## config.mk

```make
export PLATFORM = sky130hd
export DESIGN_NAME = softbit_frame_loader
export DESIGN_NICKNAME = d
export VERILOG_FILES = /design/src/rtl/softbit_frame_loader.sv
export SDC_FILE = /design/constraint.sdc
export NUM_CORES = 1
export LEC_CHECK = 0
export ABC_AREA = 1
export ABC_CLOCK_PERIOD_IN_PS = 2400
export CORE_MARGIN = 2
export CORE_UTILIZATION = 55
export DETAILED_ROUTE_END_ITERATION = 8
export MAX_ROUTING_LAYER = met4
export PLACE_DENSITY = 0.81
export SYNTH_ARGS = -nofsm -noshare
export SYNTH_HDL_FRONTEND = slang
export SYNTH_SLANG_ARGS = --single-unit
```

## constraint.sdc

```tcl
create_clock -name clk_i -period 2.4 [get_ports clk_i]
set_input_delay 0.24 -clock clk_i [delete_from_list [all_inputs] [get_ports clk_i]]
set_output_delay 0.24 -clock clk_i [all_outputs]
set_load 0.03 [all_outputs]
```

## src/rtl/softbit_frame_loader.sv

```systemverilog
`default_nettype none
// ============================================================================
// Module   : softbit_frame_loader
// Brief    : Packs a serial stream of soft symbols into one 24-bit word per
//            trellis step and writes the words into the decoder input SRAM.
//            It then launches the core and keeps the buffer untouched until
//            the core reports frame_done, because the core re-reads it
//            during the tail-biting wrap.
// Revision : 1.0 - initial release
// ============================================================================
module softbit_frame_loader #(
  parameter int SRC_ADDR_W = 12,
  parameter int SB_W       = 4
) (
  input  logic                  clk_i,
  input  logic                  rst_an_i,
  input  logic                  rst_sync_i,
  input  logic                  start_i,
  input  logic [2:0]            sym_per_step_i,
  input  logic [11:0]           word_count_i,
  input  logic [SRC_ADDR_W-1:0] base_addr_i,
  input  logic                  sb_valid_i,
  input  logic [SB_W-1:0]       sb_data_i,
  output logic                  sb_ready_o,
  output logic                  wr_o,
  output logic [SRC_ADDR_W-1:0] addr_o,
  output logic [6*SB_W-1:0]     wdata_o,
  output logic                  frame_start_o,
  input  logic                  core_busy_i,
  input  logic                  core_done_i,
  output logic                  busy_o,
  output logic                  done_o,
  output logic                  cfg_err_o
);

  localparam int LANES  = 6;
  localparam int WORD_W = LANES * SB_W;

  typedef enum logic [2:0] {
    ST_IDLE      = 3'd0,
    ST_FILL      = 3'd1,
    ST_FLUSH     = 3'd2,
    ST_LAUNCH    = 3'd3,
    ST_WAIT_DONE = 3'd4
  } state_t;

  state_t                  state_q;
  logic [2:0]              nsym_q;
  logic [11:0]             wcnt_q;
  logic [SRC_ADDR_W-1:0]   base_q;
  logic [2:0]              lane_q;
  logic [11:0]             widx_q;
  logic [WORD_W-1:0]       pack_q;
  logic                    wr_q;
  logic [SRC_ADDR_W-1:0]   addr_q;
  logic [WORD_W-1:0]       wdata_q;
  logic                    fs_q;
  logic                    done_q;
  logic                    cfg_err_q;

  logic                    sym_accept;
  logic                    last_lane;
  logic                    last_word;
  logic                    cfg_legal;
  logic [WORD_W-1:0]       pack_d;
  logic [SRC_ADDR_W-1:0]   addr_d;

  assign sb_ready_o    = (state_q == ST_FILL);
  assign busy_o        = (state_q != ST_IDLE);
  assign wr_o          = wr_q;
  assign addr_o        = addr_q;
  assign wdata_o       = wdata_q;
  assign frame_start_o = fs_q;
  assign done_o        = done_q;
  assign cfg_err_o     = cfg_err_q;

  assign sym_accept = sb_valid_i & sb_ready_o;
  assign last_lane  = (lane_q == (nsym_q - 3'd1));
  assign last_word  = (widx_q == (wcnt_q - 12'd1));
  assign cfg_legal  = (sym_per_step_i != 3'd0) && (sym_per_step_i != 3'd7) &&
                      (word_count_i != 12'd0);
  // Address arithmetic is modulo the SRAM depth, so a frame may wrap past the top.
  assign addr_d     = base_q + SRC_ADDR_W'(widx_q);

  // Current word with the incoming symbol dropped into its lane; the
  // accumulator is cleared per word, so lanes beyond N stay zero.
  always_comb begin
    pack_d = pack_q;
    for (int l = 0; l < LANES; l++) begin
      if (lane_q == 3'(l)) begin
        pack_d[l*SB_W +: SB_W] = sb_data_i;
      end
    end
  end

  // Frame sequencer: config latch, lane packing, SRAM write, launch and done handshake.
  always_ff @(posedge clk_i or negedge rst_an_i) begin
    if (!rst_an_i) begin
      state_q   <= ST_IDLE;
      nsym_q    <= 3'd0;
      wcnt_q    <= 12'd0;
      base_q    <= '0;
      lane_q    <= 3'd0;
      widx_q    <= 12'd0;
      pack_q    <= '0;
      wr_q      <= 1'b0;
      addr_q    <= '0;
      wdata_q   <= '0;
      fs_q      <= 1'b0;
      done_q    <= 1'b0;
      cfg_err_q <= 1'b0;
    end else if (rst_sync_i) begin
      state_q   <= ST_IDLE;
      nsym_q    <= 3'd0;
      wcnt_q    <= 12'd0;
      base_q    <= '0;
      lane_q    <= 3'd0;
      widx_q    <= 12'd0;
      pack_q    <= '0;
      wr_q      <= 1'b0;
      addr_q    <= '0;
      wdata_q   <= '0;
      fs_q      <= 1'b0;
      done_q    <= 1'b0;
      cfg_err_q <= 1'b0;
    end else begin
      wr_q   <= 1'b0;
      fs_q   <= 1'b0;
      done_q <= 1'b0;
      case (state_q)
        ST_IDLE: begin
          if (start_i) begin
            if (cfg_legal) begin
              nsym_q    <= sym_per_step_i;
              wcnt_q    <= word_count_i;
              base_q    <= base_addr_i;
              lane_q    <= 3'd0;
              widx_q    <= 12'd0;
              pack_q    <= '0;
              cfg_err_q <= 1'b0;
              state_q   <= ST_FILL;
            end else begin
              cfg_err_q <= 1'b1;
            end
          end
        end
        ST_FILL: begin
          if (sym_accept) begin
            if (last_lane) begin
              wr_q    <= 1'b1;
              addr_q  <= addr_d;
              wdata_q <= pack_d;
              pack_q  <= '0;
              lane_q  <= 3'd0;
              widx_q  <= widx_q + 12'd1;
              if (last_word) begin
                state_q <= ST_FLUSH;
              end
            end else begin
              pack_q <= pack_d;
              lane_q <= lane_q + 3'd1;
            end
          end
        end
        // The launch decision is already taken while the final write is on
        // the bus, so an idle core sees frame_start one cycle after it.
        ST_FLUSH, ST_LAUNCH: begin
          if (!core_busy_i) begin
            fs_q    <= 1'b1;
            state_q <= ST_WAIT_DONE;
          end else begin
            state_q <= ST_LAUNCH;
          end
        end
        ST_WAIT_DONE: begin
          if (core_done_i) begin
            done_q  <= 1'b1;
            state_q <= ST_IDLE;
          end
        end
        default: begin
          state_q <= ST_IDLE;
        end
      endcase
    end
  end

endmodule
`default_nettype wire

```

; Word-level counts from Yosys, hierarchy flattened
; Index checks and enable logic that the tools add are counted.
[word_totals]
register_bits = 109
out_inout_bits = 42
elab_cells = 125
[op_classes]
n_addsub = 5
n_eq_ne = 18
n_mux = 67
bitwise = 1
reduce_logical = 21
[op_table]
columns = cell, n
row1 = $mux W24, 9
row2 = $mux W12, 17
row3 = $mux W3, 17
row4 = $pmux W24 S2, 1
row5 = $mux W4, 6
row6 = $pmux W12 S2, 1
row7 = $mux W1, 14
row8 = $add A12 B1 Y12 const B, 1
row9 = $add A12 B12 Y12, 1
row10 = $eq A12 B12 Y1, 1
row11 = $eq A3 B2 Y1 const B, 4
row12 = $ne A3 B3 Y1 const B, 4
row13 = $pmux W3 S4, 1
row14 = $reduce_bool A12 Y1, 1
row15 = $reduce_bool A2 Y1, 6
row16 = $sub A12 B1 Y12 const B, 1
row17 = $eq A3 B3 Y1 const B, 3
row18 = $ne A3 B2 Y1 const B, 3
row19 = $reduce_bool A3 Y1, 3
row20 = $eq A3 B1 Y1 const B, 2
row21 = $logic_not A3 Y1, 2
row22 = $pmux W3 S2, 1
row23 = $reduce_and A3 Y1, 2
row24 = $reduce_and A6 Y1, 1
row25 = 9 further kinds, 10

; Depth between registers and ports, before layout
[logic_depth]
depth_word = 7
mapped_depth = 17
mapped_depth_nobuf = 16

; Worst setup path after synthesis
; Ideal clock, no wire load.
[synth_timing]
path_kind = register to register
startpoint = reg widx_q[0]
endpoint = reg addr_q[8], in the netlist addr_o[8]
setup_ps = 65
arrival_time_ps = 1802
slack_ps = 533
stages_incl_launch_ff = 12
synth_period_minus_slack_ps = 1867
cell_sequence = dfrtp_1 > ha_1 > fa_1 > a21oi_1 > o21ai_0 > nand2_1 > nand2_1 > a31oi_1 > nor2_1 > nor2_1 > nand2_1 > nand2_1
[synth_via]
elab_chain_cells = 5
[synth_rtl]
columns = item, line_no
row1 = "start, declared", 52  ; logic [11:0] widx_q;
row2 = "start signal, assigned", 155  ; widx_q <= widx_q + 12'd1;
row3 = $add A12 B12 Y12, 83  ; assign addr_d = base_q + SRC_ADDR_W'(widx_q);
row4 = $mux W12, 149  ; if (last_lane) begin
row5 = $mux W12, 148  ; if (sym_accept) begin
row6 = $mux W12, 130  ; case (state_q)
row7 = $mux W12, 112  ; end else if (rst_sync_i) begin
row8 = "end signal, assigned", 151  ; addr_q <= addr_d;
row9 = "end, declared", 55  ; logic [SRC_ADDR_W-1:0] addr_q;
; Every way passes these cells. The select of a mux whose other input is x is not followed.
; A chain may end at the register's enable or synchronous reset.

; Worst setup path after layout
; Ends and elaborated chain as after synthesis.

==> flow_metrics.env <==
export IMPL_cts_setup_buffers=0
export IMPL_numPortBuffers=79
export IMPL_die_area_um2=11400
export IMPL_syn_inst=740
export IMPL_rsz0062_at_grt="no"
export IMPL_skew_ns=0.0155
export IMPL_p_leak_nw=3.21
export IMPL_swShare_pct=38.7
export IMPL_ys_seq_elements=109
export IMPL_comb_power_share_pct=33.4
export IMPL_finalCoreUtilization_pct=67.6
export IMPL_power_internal_mw=3.05
export IMPL_status="completed"
export IMPL_power_mw=4.97
export IMPL_vdd_drop_max_mv=0.491
export IMPL_cts_root_buf="clkbuf_8"
export IMPL_totalWireLength_um=13200
export IMPL_required_ns=2.71
export IMPL_vias=5160
export IMPL_clkPwrFrac_pct=21.8
export IMPL_syn_nets=798
export IMPL_finalSetupViolations=0
export IMPL_dp_hpwl_um=9750
export IMPL_clk_latency_ns=0.37
export IMPL_ctsLongestPathBuffers=2
export IMPL_hold_class="in2async"
export IMPL_crit_path_start_kind="flip-flop"
export IMPL_cp_end_kind="flip-flop"
export IMPL_finalSetupTns_ns=0
export IMPL_drv_slew=0
export IMPL_min_period_ns=2.21
export IMPL_synth_area_um2=5800
export IMPL_fin_cells=957
export IMPL_io_pins=80
export IMPL_crit_type="reg2reg"
export IMPL_drv_cap=0
export IMPL_period_share_pct=92.1
export IMPL_post_drt_wl_per_cell_um=13.8
export IMPL_path_clk_slew_ns=0.11
export IMPL_grt_pass1_vias=4769
export IMPL_fillers=836
export IMPL_grt_overflow_total=0
export IMPL_drcViolationCount=0
export IMPL_cp_arrival_ns=2.52
export IMPL_cts_tree="built"
export IMPL_hold_violations=0
export IMPL_antennaDiodeCount=0
export IMPL_yosysSeqAreaShare_pct=47.0
export IMPL_dpl_cell_count=939
export IMPL_areaGrowthSynthToFinish_pct=19.8
export IMPL_avgSynthCellArea_um2=7.84
export IMPL_max_slew_margin_rel_pct=57.8
export IMPL_layout_common_cells="218 x nand2_1, 109 x dfrtp_1, 86 x o21ai_0"
export IMPL_drt_initial_drc_count=369
export IMPL_cts_htree_levels=3
export IMPL_fmax_mhz=452
export IMPL_power_density_nw_per_um2=716
export IMPL_clkSinkCount=109
export IMPL_die_x_um=107
export IMPL_detail_route_antenna_nets=0
export IMPL_die_h_um=107
export IMPL_core_rowCount=37
export IMPL_dr_pass1_iters=5
export IMPL_grt_pass1_wl_um=22200
export IMPL_ctsResizeCount=0
export IMPL_core_um2=10300
export IMPL_worst_slack_ns=0.190
export IMPL_tightestPinTransition_ns=0.628
export IMPL_dp_slack_ns=0.0464
export IMPL_ys_types=35
export IMPL_ys_warn_count=0
export IMPL_cts_made_buffers=9
export IMPL_drive_above_1_share_pct=5.60
export IMPL_finalNetCount=874
export IMPL_grt_max_degree=79
export IMPL_cp_max_fo=7
export IMPL_p_seq_share_pct=44.8
export IMPL_antenna_found_initial=0
export IMPL_initial_core_util_pct=56.4
export IMPL_place_gp_congestion=0.880
export IMPL_switchingPower_mw=1.93
export IMPL_final_common_cell="nand2_1"
export IMPL_viasPerCell=5.39
export IMPL_grt_usage_pct=24.8
-- path summary, 6_finish.rpt --
kind | slack (ns) | startpoint | cells after the start | endpoint
min in group clk_i | 0.42 | core_done_i | 3 | done_o$_DFF_PN0_
max in group asynchronous | 1.30 | rst_an_i | 3 | widx_q[7]$_DFFE_PN0P_
worst min-delay path | 0.35 | rst_an_i | 2 | frame_start_o$_DFF_PN0_
worst max register to register | 0.19 | widx_q[0]$_DFFE_PN0P_ | 11 | addr_o[8]$_DFFE_PN0P_
worst min register to register | 0.49 | addr_o[8]$_DFFE_PN0P_ | 2 | addr_o[8]$_DFFE_PN0P_
worst max-delay path | 0.19 | widx_q[0]$_DFFE_PN0P_ | 11 | addr_o[8]$_DFFE_PN0P_
-- area by class of cell --
type                       instances  area (um^2)  area share, %
tap                              136          170           2.45
clock inverter                     6         50.0          0.720
sequential                       109         2730           39.3
timing repair buffer              89          891           12.8
multi-input combinational        552         2760           39.8
clock buffer                      10          138           1.98
inverter                          55          206           2.97
-- synth_stat cells --
| master | instances | share of area (%) |
|---|---|---|
| nor2_2 | 2 | 0.22 |
| a22o_1 | 2 | 0.30 |
| nand4_1 | 9 | 0.97 |
| nor2_1 | 63 | 4.1 |
| dfrtp_1 | 109 | 47 |
| or2_1 | 1 | 0.11 |
| nor4_1 | 3 | 0.32 |
| o21a_1 | 10 | 1.3 |
| nand3_2 | 1 | 0.17 |
| o21ai_1 | 23 | 2.0 |
| o21ai_0 | 86 | 7.4 |
| o22ai_1 | 1 | 0.11 |
| o2111ai_1 | 1 | 0.15 |
| clkinv_1 | 1 | 0.065 |
| nor3_1 | 6 | 0.52 |
| nand2_1 | 218 | 14 |
| xnor2_1 | 10 | 1.5 |
| o21bai_1 | 3 | 0.39 |
| fa_1 | 1 | 0.35 |
| a31oi_1 | 2 | 0.22 |
| nand2_2 | 2 | 0.22 |
| inv_2 | 6 | 0.39 |
| clkbuf_1 | 15 | 0.97 |
| a21oi_1 | 29 | 2.5 |
| or2_2 | 3 | 0.32 |
| xor2_1 | 10 | 1.5 |
| nand3b_1 | 4 | 0.52 |
| a31o_2 | 1 | 0.15 |
| nor2_4 | 2 | 0.39 |
| nand3_1 | 37 | 3.2 |
| nor3_4 | 1 | 0.28 |
| inv_1 | 48 | 3.1 |
| buf_2 | 10 | 0.86 |
| ha_1 | 19 | 4.1 |
| o21ai_2 | 1 | 0.15 |
-- per-layer routing --
metal | GRT usage, % | part of all wire [%] | up-vias | routed length [um]
li1 | - | - | 2590 | -
met1 | 34.6 | 47 | 2419 | 6280
met2 | 38.6 | 47 | 133 | 6220
met3 | 3.65 | 4.4 | 18 | 584
met4 | 6.22 | 1.3 | 0 | 167
met5 | - | 0 | - | 0
-- stage by stage --
step / area, um^2 / hold WS [ns]
final: 6950 / 0.345
after global routing: 6950 / 0.378
after detailed placement: 6740 / 0.207
after floorplan: 5800 / -0.0556
after CTS: 6940 / 0.336
after global placement: 6740 / 0.200
-- worst max-delay path: stages, from the launching register on --
cell and delay, ns:
dfrtp_1 0.50, ha_1 0.26, fa_1 0.43, a21oi_1 0.15, o21ai_0 0.13, nand2_1 0.10
nand2_1 0.10, a31oi_1 0.22, nor2_1 0.06, nor2_1 0.08, nand2_1 0.06, nand2_1 0.05
-- registers in the layout, indices dropped and copies added (netlist names) --
signal	flops
nsym_q	3
wdata_o	24
done_o	1
wr_o	1
addr_o	12
pack_q	24
base_q	12
frame_start_o	1
lane_q	3
widx_q	12
state_q	3
cfg_err_o	1
wcnt_q	12
-- repair_timing --
item / in CTS / in global routing
endpoints found under the setup margin: 0 / 25
hold buffers: 1 / 0
hold endpoints to repair: 31 / 0
-- power groups by stage --
stage	Clock [mW]	Sequential (mW)	Combinational, mW
4_1_cts	1.11	2.22	1.64
3_5_place_dp	0	2.26	1.63
3_3_place_gp	0	2.24	1.56
6_report	1.08	2.23	1.66
5_1_grt	1.19	2.25	1.88
2_1_floorplan	0	2.22	1.19
-- logic make-up (layout without fill, tap and decap cells) --
group / count (synthesis) / after routing / synth area share (%)
AND/OR/NAND/NOR: 352 / 353 / 25.4
AO/OA/AOI/OAI: 159 / 159 / 14.7
flip-flops: 109 / 109 / 47.0
buffers and inverters: 80 / 160 / 5.39
adder cells (fa/ha/maj): 20 / 20 / 4.45
XOR/XNOR: 20 / 20 / 3.02
Power figures use the tool's default switching activity.
